--- config.mk ---
export PLATFORM = sky130hd
export DESIGN_NAME = display_arbiter
export DESIGN_NICKNAME = d
export VERILOG_FILES = /design/src/rtl/disp_pkg.sv /design/src/rtl/display_arbiter_rr_pick.sv /design/src/rtl/display_arbiter.sv
export SDC_FILE = /design/constraint.sdc
export NUM_CORES = 1
export LEC_CHECK = 0
export CAP_MARGIN = 20
export CORE_ASPECT_RATIO = 1.4
export CORE_UTILIZATION = 40
export DETAILED_ROUTE_END_ITERATION = 16
export HOLD_SLACK_MARGIN = 0.03
export PLACE_DENSITY = 0.62
export SYNTH_ARGS = -nofsm -noshare
export SYNTH_HDL_FRONTEND = slang
export SYNTH_SLANG_ARGS = --single-unit
export TNS_END_PERCENT = 1
--- constraint.sdc ---
create_clock -name clk -period 2.4 [get_ports clk]
set_input_delay 0.24 -clock clk [delete_from_list [all_inputs] [get_ports clk]]
set_output_delay 0.24 -clock clk [all_outputs]
set_load 0.005 [all_outputs]
--- src/rtl/disp_pkg.sv ---
// Shared types and helpers for the seven-segment display arbiter.
package disp_pkg;

    typedef enum logic [1:0] {
        IDLE  = 2'd0,
        SHOW  = 2'd1,
        FORCE = 2'd2
    } disp_state_e;

    localparam int DISP_DW = 8;

    // One-hot vector with bit idx set; callers slice to their requester count.
    function automatic logic [7:0] onehot8(input int idx);
        return 8'd1 << idx;
    endfunction

    // Out-of-range requester indices fall back to requester 0.
    function automatic int clamp_idx(input int idx, input int n);
        return (idx >= n) ? 0 : idx;
    endfunction

endpackage

--- src/rtl/display_arbiter_rr_pick.sv ---
// Round-robin picker: first requester set (and not masked) after last_ptr,
// searching with wrap-around. Purely combinational.
module rr_pick #(
    parameter int NREQ = 4,
    parameter int SELW = $clog2(NREQ)
) (
    input  logic [NREQ-1:0] req,
    input  logic [SELW-1:0] last_ptr,
    input  logic [NREQ-1:0] mask,
    output logic [SELW-1:0] pick_idx,
    output logic            pick_valid
);

    logic [NREQ-1:0] cand;

    assign cand = req & ~mask;

    // Scan from farthest to nearest so the nearest hit after last_ptr wins.
    always_comb begin
        pick_idx   = '0;
        pick_valid = 1'b0;
        for (int i = NREQ; i >= 1; i--) begin
            if (cand[(int'(last_ptr) + i) % NREQ]) begin
                pick_idx   = SELW'((int'(last_ptr) + i) % NREQ);
                pick_valid = 1'b1;
            end
        end
    end

endmodule

--- src/rtl/display_arbiter.sv ---
// Time-shares one seven-segment display between NREQ requesters with a
// round-robin dwell, plus a debug force path.
// Optional feature macro: DISP_ARB_LOCK_EN adds a lock input that freezes
// rotation while the current owner keeps requesting.
module display_arbiter
    import disp_pkg::*;
#(
    parameter  int NREQ  = 4,
    parameter  int DW    = DISP_DW,
    parameter  int DWELL = 50_000_000,
    localparam int SELW  = $clog2(NREQ)
) (
    input  logic               clk,
    input  logic               rst,
    input  logic [NREQ-1:0]    req,
    input  logic [NREQ*DW-1:0] data_in,
    input  logic               force_en,
    input  logic [SELW-1:0]    force_sel,
`ifdef DISP_ARB_LOCK_EN
    input  logic               lock,
`endif
    output logic [DW-1:0]      data_out,
    output logic [NREQ-1:0]    grant,
    output logic               grant_valid,
    output logic               switch_pulse
);

    localparam int            CW         = $clog2(DWELL);
    localparam logic [CW-1:0] DWELL_LAST = CW'(DWELL - 1);

    disp_state_e     state_q, state_d;
    logic [CW-1:0]   dwell_q, dwell_d;
    logic [SELW-1:0] last_ptr_q, last_ptr_d;
    logic [SELW-1:0] owner_q, owner_d;
    logic [NREQ-1:0] grant_q, grant_d;
    logic [DW-1:0]   data_q, data_d;
    logic            pulse_q, pulse_d;

    logic [NREQ-1:0] pick_mask;
    logic [SELW-1:0] pick_idx;
    logic            pick_valid;
    logic [SELW-1:0] force_idx;
    logic            lock_active;

    function automatic logic [NREQ-1:0] to_grant(input logic [SELW-1:0] idx);
        logic [7:0] oh;
        oh = onehot8(int'(idx));
        return oh[NREQ-1:0];
    endfunction

`ifdef DISP_ARB_LOCK_EN
    assign lock_active = lock;
`else
    assign lock_active = 1'b0;
`endif

    assign force_idx = SELW'(clamp_idx(int'(force_sel), NREQ));
    // The current owner is excluded so a dropped or expired owner is not re-picked.
    assign pick_mask = (state_q == SHOW) ? to_grant(owner_q) : '0;

    rr_pick #(
        .NREQ (NREQ),
        .SELW (SELW)
    ) u_rr_pick (
        .req        (req),
        .last_ptr   (last_ptr_q),
        .mask       (pick_mask),
        .pick_idx   (pick_idx),
        .pick_valid (pick_valid)
    );

    // Next-state, grant and dwell bookkeeping; pulse flags any grant change.
    always_comb begin
        state_d    = state_q;
        dwell_d    = dwell_q;
        last_ptr_d = last_ptr_q;
        owner_d    = owner_q;
        grant_d    = grant_q;
        data_d     = (state_q == IDLE) ? '0 : data_in[int'(owner_q)*DW +: DW];

        if (force_en) begin
            state_d = FORCE;
            owner_d = force_idx;
            grant_d = to_grant(force_idx);
        end else begin
            unique case (state_q)
                IDLE: begin
                    if (pick_valid) begin
                        state_d    = SHOW;
                        owner_d    = pick_idx;
                        last_ptr_d = pick_idx;
                        grant_d    = to_grant(pick_idx);
                        dwell_d    = DWELL_LAST;
                    end
                end
                SHOW: begin
                    if (!req[owner_q]) begin
                        if (pick_valid) begin
                            owner_d    = pick_idx;
                            last_ptr_d = pick_idx;
                            grant_d    = to_grant(pick_idx);
                            dwell_d    = DWELL_LAST;
                        end else begin
                            state_d = IDLE;
                            grant_d = '0;
                            dwell_d = '0;
                        end
                    end else if (lock_active) begin
                        dwell_d = dwell_q;
                    end else if (dwell_q == '0) begin
                        if (pick_valid) begin
                            owner_d    = pick_idx;
                            last_ptr_d = pick_idx;
                            grant_d    = to_grant(pick_idx);
                        end
                        dwell_d = DWELL_LAST;
                    end else begin
                        dwell_d = dwell_q - CW'(1);
                    end
                end
                default: begin
                    state_d = IDLE;
                    grant_d = '0;
                    dwell_d = '0;
                end
            endcase
        end

        pulse_d = (grant_d != grant_q);
    end

    // State and output registers with synchronous reset.
    always_ff @(posedge clk) begin
        if (rst) begin
            state_q    <= IDLE;
            dwell_q    <= '0;
            last_ptr_q <= SELW'(NREQ - 1);
            owner_q    <= '0;
            grant_q    <= '0;
            data_q     <= '0;
            pulse_q    <= 1'b0;
        end else begin
            state_q    <= state_d;
            dwell_q    <= dwell_d;
            last_ptr_q <= last_ptr_d;
            owner_q    <= owner_d;
            grant_q    <= grant_d;
            data_q     <= data_d;
            pulse_q    <= pulse_d;
        end
    end

    assign data_out     = data_q;
    assign grant        = grant_q;
    assign grant_valid  = (grant_q != '0);
    assign switch_pulse = pulse_q;

endmodule

# After elaboration in Yosys (flattened, before gate mapping)
# Index checks and enable logic that the tools add are counted.
# op_classes
n_reduce_logical,16
bitwise_logic,7
n_eq_ne,10
n_shift,4
addsub,5
magnitude_cmp,5
muxes,48
# op_table
op,count
$mux W26,4
$pmux W26 S2,1
$shiftx A32 B6 Y8,1
$mux W2,15
$logic_not A26 Y1,1
$sub A26 B1 Y26 const B,1
$mux W4,6
$lt A3 B4 Y1 const B,4
$mux W1,13
$pmux W2 S2,3
$reduce_or A2 Y1,6
$shl A1 B2 Y4 const A,3
$bmux W1 S2,5
$ne A3 B3 Y1 const B,3
$reduce_and A3 Y1,3
$pmux W4 S2,1
$ne A2 B2 Y1 const B,3
$add A2 B1 Y2 const B,2
$add A2 B2 Y2 const B,2
$and A1 B1 Y1 const A,4
$and A4 B4 Y4,1
$ne A4 B3 Y1 const B,1
$ne A4 B4 Y1,1
$not A4 Y4,1
other kinds (9),10
# word_totals
input_bits,41
ff_bits,45
wordCells,103
output_inout_bits,14

# Longest topological paths before layout
# Gate-level depths: netlist of the first run.
# logic_depth
word_depth,18
depth_mapped,10
ltp_nobuf,9

# Hierarchy
# Synthesis of the first run repeated with hierarchy kept, for this count alone.
# unflattened
cells_unflattened,348
hier_area_um2,2865.2
# by_module_without_submodules
mod,n_inst,area_each_um2,cells_each
display_arbiter,1,2741.4,330
rr_pick,1,123.9,18

# Worst setup path before layout of the first run
# OpenSTA, ideal clock, no wires.
# synth_timing
path_kind,reg-to-reg
start,register dwell_q[0]
end,"register grant_q[1], in the netlist grant[1]"
path_stages_with_launch,11
synth_period_minus_slack_ps,2164
arrival_time_ps,2033
slack_ps,236
n_path_buf,1
path_cell_list,dfxtp_1 > inv_1 > ha_1 > nor3b_2 > nand4_2 > o21a_1 > buf_6 > a221o_1 > a32o_1 > o211ai_1 > a21oi_1
# synth_between
elab_chain_len,5
# synth_rtl
item,line_no,rtl
"start, declared",display_arbiter.sv:32,"logic [CW-1:0] dwell_q, dwell_d;"
"start signal, assigned",display_arbiter.sv:144,dwell_q <= dwell_d;
$logic_not A26 Y1,display_arbiter.sv:110,end else if (dwell_q == '0) begin
$mux W4,display_arbiter.sv:110,
$mux W4,display_arbiter.sv:97,if (!req[owner_q]) begin
$pmux W4 S2,display_arbiter.sv:86,unique case (state_q)
$mux W4,display_arbiter.sv:81,if (force_en) begin
"end signal, assigned",display_arbiter.sv:147,grant_q <= grant_d;
"end, declared",display_arbiter.sv:35,"logic [NREQ-1:0] grant_q, grant_d;"
# No other way between the ends.
# A chain may end at the register's enable or synchronous reset.

# Final worst setup path of the first run
# layout_timing
start,register owner_q[1]
end,"register grant_q[1], in the netlist grant[1]"
# layout_between
elab_chain_len,17
# layout_rtl
item,line_no,rtl
"start, declared",display_arbiter.sv:34,"logic [SELW-1:0] owner_q, owner_d;"
"start signal, assigned",display_arbiter.sv:146,owner_q <= owner_d;
$shl A1 B2 Y4,disp_pkg.sv:14,return 8'd1 << idx;
$mux W4,display_arbiter.sv:59,assign pick_mask = (state_q == SHOW) ? to_grant(owner_q) : '0;
$not A4 Y4,display_arbiter_rr_pick.sv:16,assign cand = req & ~mask;
$and A4 B4 Y4,display_arbiter_rr_pick.sv:16,
$bmux W1 S2,display_arbiter_rr_pick.sv:23,if (cand[(int'(last_ptr) + i) % NREQ]) begin
$mux W1 (not written as such) (2 in a row),display_arbiter_rr_pick.sv:23,
$mux W2 (4 in a row),display_arbiter_rr_pick.sv:23,
$shl A1 B2 Y4,disp_pkg.sv:14,
$mux W4,"display_arbiter.sv:88, display_arbiter.sv:111",
$mux W4,display_arbiter.sv:110,
$mux W4,display_arbiter.sv:97,
$pmux W4 S2 (*),display_arbiter.sv:86,
$mux W4 (*),display_arbiter.sv:81,
# Mark *: on every way between the ends. The rest lies on a longest branch, timed or not. The select of a mux whose other input is x is not followed.

==> impl_metrics.tcl, run 1 <==
set metrics [dict create \
    routed_wl_mm 8.10 \
    drcViolationCount 0 \
    wl_per_cell_um 15.9 \
    p_leak_nw 1.39 \
    portBuffers 54 \
    timing_worst_setup_path_type "flip-flop to flip-flop" \
    drt_iter0_drc 125 \
    cp.arrival_ps 2420 \
    ir_drop_uv 307 \
    worst_pin_slew_ps 933 \
    end_kind "flip-flop" \
    synth_area_um2 3010 \
    wl_met2_mm 4.47 \
    fmax_mhz 447 \
    cp_num_buf_inv 1 \
    clk_pin_slew_ps 90 \
    multi_input_area_um2 1960 \
    std_cell_rows 37 \
    power_frac_comb_pct 34.2 \
    clock_skew_ps 12.0 \
    power_mw 2.12 \
    grt_overflow 0 \
    seqPwrFrac_pct 40.9 \
    initial_core_util_pct 41.1 \
    nFillCells 721 \
    die_y_um 105 \
    grt_pass1_vias 2678 \
    cp_top_family "compound AO/OA/AOI/OAI gates" \
    slew_headroom_pct 37.2 \
    synthesis.nets 379 \
    clkPwrFrac_pct 24.9 \
    ys_top_cells_by_area "dfxtp_1 30%, mux4_2 7.5%, a21oi_1 6.0%" \
    yosys.area_share.simple_pct 23.0 \
    drv_slew 0 \
    drive_gt1_share_pct 20.6 \
    dp.final_hpwl_mm 6.11 \
    muxShareOfSynthArea_pct 9.19 \
    synth_cell_type_count 75 \
    first_pass_iters 4 \
    cts_tree "yes" \
    worstSetupStartpointType "flip-flop" \
    setup_viol 0 \
    die_w_um 75.3 \
    fin_crit_sh_pct 93.3 \
    dr_wl_met3_um 169 \
    clock_latency_ps 310 \
    synth-edff-count 0 \
    io_pins 55 \
    critical-path-max-stage-delay_ps 430 \
    cap_violations 0 \
    numCtsBuffers 5 \
    yosysSeqAreaShare_pct 29.9 \
    cpMaxStageDelayCell "dfxtp_2" \
    ys_ff_latch 45 \
    top_layer "met4" \
    cts_buffer_depth 2 \
    p_switching_mw 0.679 \
    yosys.area_share.adder_pct 0.416 \
    synth_compound_area_share_pct 25.2 \
    core_area_um2 7310 \
    antenna_cells 0 \
    area_growth_pct 30.9 \
    synth_cells 337 \
    min_path_type "flip-flop to flip-flop" \
    ff2ff_setup_slack_ps 160 \
    die_area_um2 7880 \
    crit_required_ps 2580 \
    whs_ps 495 \
    grtUsageTotal_pct 21.3 \
    synth_common_cells "45 x dfxtp_1, 36 x a21oi_1, 31 x nor2_1" \
    nets 454 \
    status "finished clean" \
    synth_top_family_by_area "compound AO/OA/AOI/OAI gates" \
    fin_crit_ps 2240 \
    syn_avg_cell_area_um2 8.93 \
    root_buffer "clkbuf_8" \
    asyncSetResetFlopFracSynth_pct 0 \
    p_int_mw 1.44 \
    power_density_nw_per_um2 538 \
    synth_top_area_share_pct 29.9 \
    antenna_found_initial 0 \
    cts_max_level 2 \
    vias_per_cell 5.59 \
    grt_max_degree 27 \
    ys_warn_count 0 \
    synth-main-ff-cell "dfxtp_1" \
    vias 2850 \
    yosysMostFrequentCell "dfxtp_1" \
    path_cells "buf_4 -> mux2i_2 -> a31oi_4 -> nor2_2 -> a221o_1 -> a32o_1 -> o211ai_1 -> a21oi_1" \
    drt-met1-wl_mm 3.26 \
    seq_area_um2 902 \
    grt_pass1_wl_mm 12.9 \
    crit_path_max_fanout 9 \
    drtAntennaViolNets 0 \
    place.gp.congestion 0.881 \
    hold_viol 0 \
    synthXorXnorAreaFrac_pct 5.82 \
    switching_share_pct 32.0 \
    post-synth-top-area-cell "dfxtp_1" \
    clock-sinks 45 \
]
[kinds of logic (layout without fill, tap and decap cells)]
group           after synthesis  in the layout
simple gates                119            119
compound gates              107            107
flops                        45             45
buf+inv                      30            106
xor+xnor                     20             20
mux                          15             15
fa+ha+maj                     1              1
[cell usage in the layout (no fill, tap or decap), drive strengths merged, types with 7 or more instances in the layout]
| cell type | Yosys | layout |
|---|---|---|
| nor2b | 10 | 10 |
| nor4 | 9 | 9 |
| nor2 | 32 | 32 |
| mux4 | 10 | 10 |
| nor3 | 11 | 11 |
| a21oi | 38 | 38 |
| dfxtp | 45 | 45 |
| clkbuf | 4 | 7 |
| buf | 13 | 32 |
| o21ai | 26 | 26 |
| inv | 12 | 12 |
| nand2 | 26 | 26 |
| clkdlybuf4s50 | 0 | 54 |
| xnor2 | 16 | 16 |
[through the flow]
stage / instances / setup slack [ps] / TNS (ps) / utilization (%) / area [um^2]
floorplan: 337 / 236 / 0 / - / 3010
global placement: 501 / 33.3 / 0 / 51.7 / 3780
detailed placement: 501 / -52.3 / -135 / 51.7 / 3780
CTS: 509 / 0.0193 / 0 / 53.1 / 3880
global route: 510 / -3.77 / -3.77 / 53.8 / 3940
finish: 510 / 161 / 0 / 53.8 / 3940
[area by class of cell]
| type | count | share of cell area, % |
|---|---|---|
| repair buffers | 86 | 20.5 |
| inverters | 12 | 1.14 |
| flip-flops and latches | 45 | 22.9 |
| clock buffers | 7 | 2.45 |
| clock inverters | 1 | 0.127 |
| multi-input cells | 262 | 49.8 |
| well taps | 97 | 3.08 |
[power groups by stage]
stage	Sequential (mW)	Clock, mW	Combinational, mW
floorplan	0.866	0	0.469
global placement	0.882	0	0.699
detailed placement	0.882	0	0.702
CTS	0.865	0.536	0.706
global route	0.876	0.561	0.788
finish	0.868	0.527	0.725
[final timing paths]
check         startpoint  cells after the start           to
max           owner_q[1]                      8     grant[1]
min          dwell_q[25]                      2  dwell_q[25]
max reg2reg   owner_q[1]                      8     grant[1]
min reg2reg  dwell_q[25]                      2  dwell_q[25]
[sequential cells by signal, summed over array words and instances, names as in the netlist]
| signal | cells |
|---|---|
| grant | 4 |
| state_q | 2 |
| dwell_q | 26 |
| switch_pulse | 1 |
| data_out | 8 |
| owner_q | 2 |
| last_ptr_q | 2 |
[tightest hold or removal path: stages (launching register included)]
cell and delay [ps]:
dfxtp_1 340, nand2_1 60, a21oi_1 50
[metal layers]
layer  track usage [%]  up-vias
li1                  -     1406
met1              24.6     1375
met3              3.28       16
met2              38.1       53
met5                 0        -
met4              7.54        0
[repair_timing]
action,CTS,global route
hold buffers,0,0
setup buffers,0,1
setup endpoints to repair,0,31
resized for setup,0,9
Note: power is estimated with default switching activity, not from simulation.
==> run 2, diff against run 1 <==
- DONT_BUFFER_PORTS: unset -> 1
- GPL_ROUTABILITY_DRIVEN: unset -> 0
- PLACE_DENSITY: 0.62 -> 0.52
==> impl_metrics.tcl, run 2 (same netlist as run 1, synthesis figures left out) <==
set metrics [dict create \
    p_leak_nw 1.15 \
    vias 2580 \
    drt-met1-wl_mm 3.04 \
    cap_violations 0 \
    cp.arrival_ps 2500 \
    wl_met2_mm 4.16 \
    r2r-start "dwell_q[0]" \
    drcViolationCount 0 \
    reg2reg_depth 7 \
    drv_slew 0 \
    ff2ff_setup_slack_ps 60 \
    path_cells "or4_4 -> or3_4 -> nor3_4 -> xnor2_1 -> a21oi_1 -> a221oi_1 -> nor2_1" \
    nets 392 \
    cp_top_family "simple AND/OR/NAND/NOR gates" \
    clock_skew_ps 9.33 \
    dp_slack_ps 70.6 \
    cp_num_buf_inv 0 \
    cts_max_level 2 \
    setup_viol 0 \
    die_w_um 75.3 \
    numCtsBuffers 5 \
    grt_max_degree 26 \
    end_kind "flip-flop" \
    worstSetupStartpointType "flip-flop" \
    io_pins 55 \
    drtAntennaViolNets 0 \
    antenna_cells 0 \
    wl_per_cell_um 16.9 \
    clk_pin_slew_ps 90 \
    portBuffers 0 \
    dr_wl_met3_um 223 \
    die_area_um2 7880 \
    crit_start "dwell_q[0]" \
    whs_ps 52.8 \
    cts_tree "yes" \
    grt_overflow 0 \
    crit_path_max_fanout 9 \
    largest_reg_flops 26 \
    clock-sinks 45 \
    grtUsageTotal_pct 20.6 \
    die_y_um 105 \
    ir_drop_uv 230 \
    rsz0062_at_grt "yes" \
    placed_cell_area_um2 3150 \
    cts_buffer_depth 2 \
    layout_commonest_cell "dfxtp_1" \
    drt_iter0_drc 148 \
    clock_latency_ps 310 \
    final_cell_mix "44 x dfxtp_1, 36 x a21oi_1, 31 x nor2_1" \
    largest_register "dwell_q" \
    grt_pass1_wl_mm 12.5 \
    top_layer "met4" \
    crit_end "dwell_q[15]" \
    worst_pin_slew_ps 1130 \
    cp_num_cells 7 \
    fin_crit_sh_pct 97.6 \
    hold_viol 0 \
    dp.final_hpwl_mm 5.42 \
    antenna_found_initial 0 \
    status "finished clean" \
    root_buffer "clkbuf_8" \
    r2r_end "dwell_q[15]" \
    critical-path-max-stage-delay_ps 550 \
    crit_required_ps 2560 \
    slew_headroom_pct 24.4 \
    cpMaxStageDelayCell "or4_4" \
    fin_crit_ps 2340 \
    vias_per_cell 5.76 \
    nFillCells 792 \
    routed_wl_mm 7.56 \
    fmax_mhz 427 \
    timing_worst_setup_path_type "flip-flop to flip-flop" \
    initial_core_util_pct 41.1 \
    power_density_nw_per_um2 602 \
    drive_gt1_share_pct 20.8 \
    min_path_type "input pin to flip-flop" \
    core_area_um2 7310 \
    final_util_pct 45.2 \
    first_pass_iters 4 \
    area_growth_pct 9.94 \
    std_cell_rows 37 \
    grt_pass1_vias 2619 \
    stdcell_area_um2 3310 \
    setup_ws_ps 57.4 \
    tns_ps 0 \
]
-- run 2: cell count changes in the layout (fill, tap and decap cells not counted), sizes merged --
cell	before	now
dlygate4sd3	0	2
buf	32	22
clkdlybuf4s50	54	0
-- run 2: routing by layer --
metal,GRT usage (%),up-vias
met5,0,-
met4,7.01,0
met3,3.76,10
met2,36.5,47
met1,24.0,1241
li1,-,1282
-- run 2: through the flow --
| step | total power, mW | std cells |
|---|---|---|
| global route | 2.10 | 448 |
| finish | 1.99 | 448 |
| detailed placement | 1.45 | 437 |
| global placement | 1.45 | 437 |
| CTS | 1.99 | 447 |
| floorplan | 1.33 | 337 |
-- run 2: cell type report --
| cell class | count | area, um^2 | area share (%) |
|---|---|---|---|
| multi-input cells | 262 | 1940 | 58.7 |
| clock buffers | 7 | 96.3 | 2.91 |
| inverters | 12 | 45.0 | 1.36 |
| repair buffers | 24 | 198 | 5.98 |
| clock inverters | 1 | 5.00 | 0.151 |
| flip-flops and latches | 45 | 902 | 27.3 |
| well taps | 97 | 121 | 3.67 |
-- run 2: report_power, final --
group          switching [mW]  internal [mW]  total (mW)
Clock                   0.274          0.261       0.534
Sequential             0.0716          0.800       0.871
Combinational           0.306          0.280       0.586
Total                   0.651           1.34        1.99
-- run 2: what timing repair did --
item,4_1_cts,5_1_grt
endpoints found under the hold margin,26,0
hold buffers,2,0
setup buffers,0,1
gates resized for setup,0,6
endpoints found under the setup margin,0,12
-- run 2: how the worst min path moves through the flow --
stage | start | endpoint | slack [ps] | depth (start not counted)
finish | force_en | last_ptr_q[1] | 50 | 1
global route | force_en | last_ptr_q[1] | 60 | 1
CTS | force_en | last_ptr_q[1] | 50 | 1
detailed placement | rst | dwell_q[17] | 310 | 1
global placement | rst | dwell_q[17] | 310 | 1
floorplan | force_sel[0] | grant[1] | 400 | 2
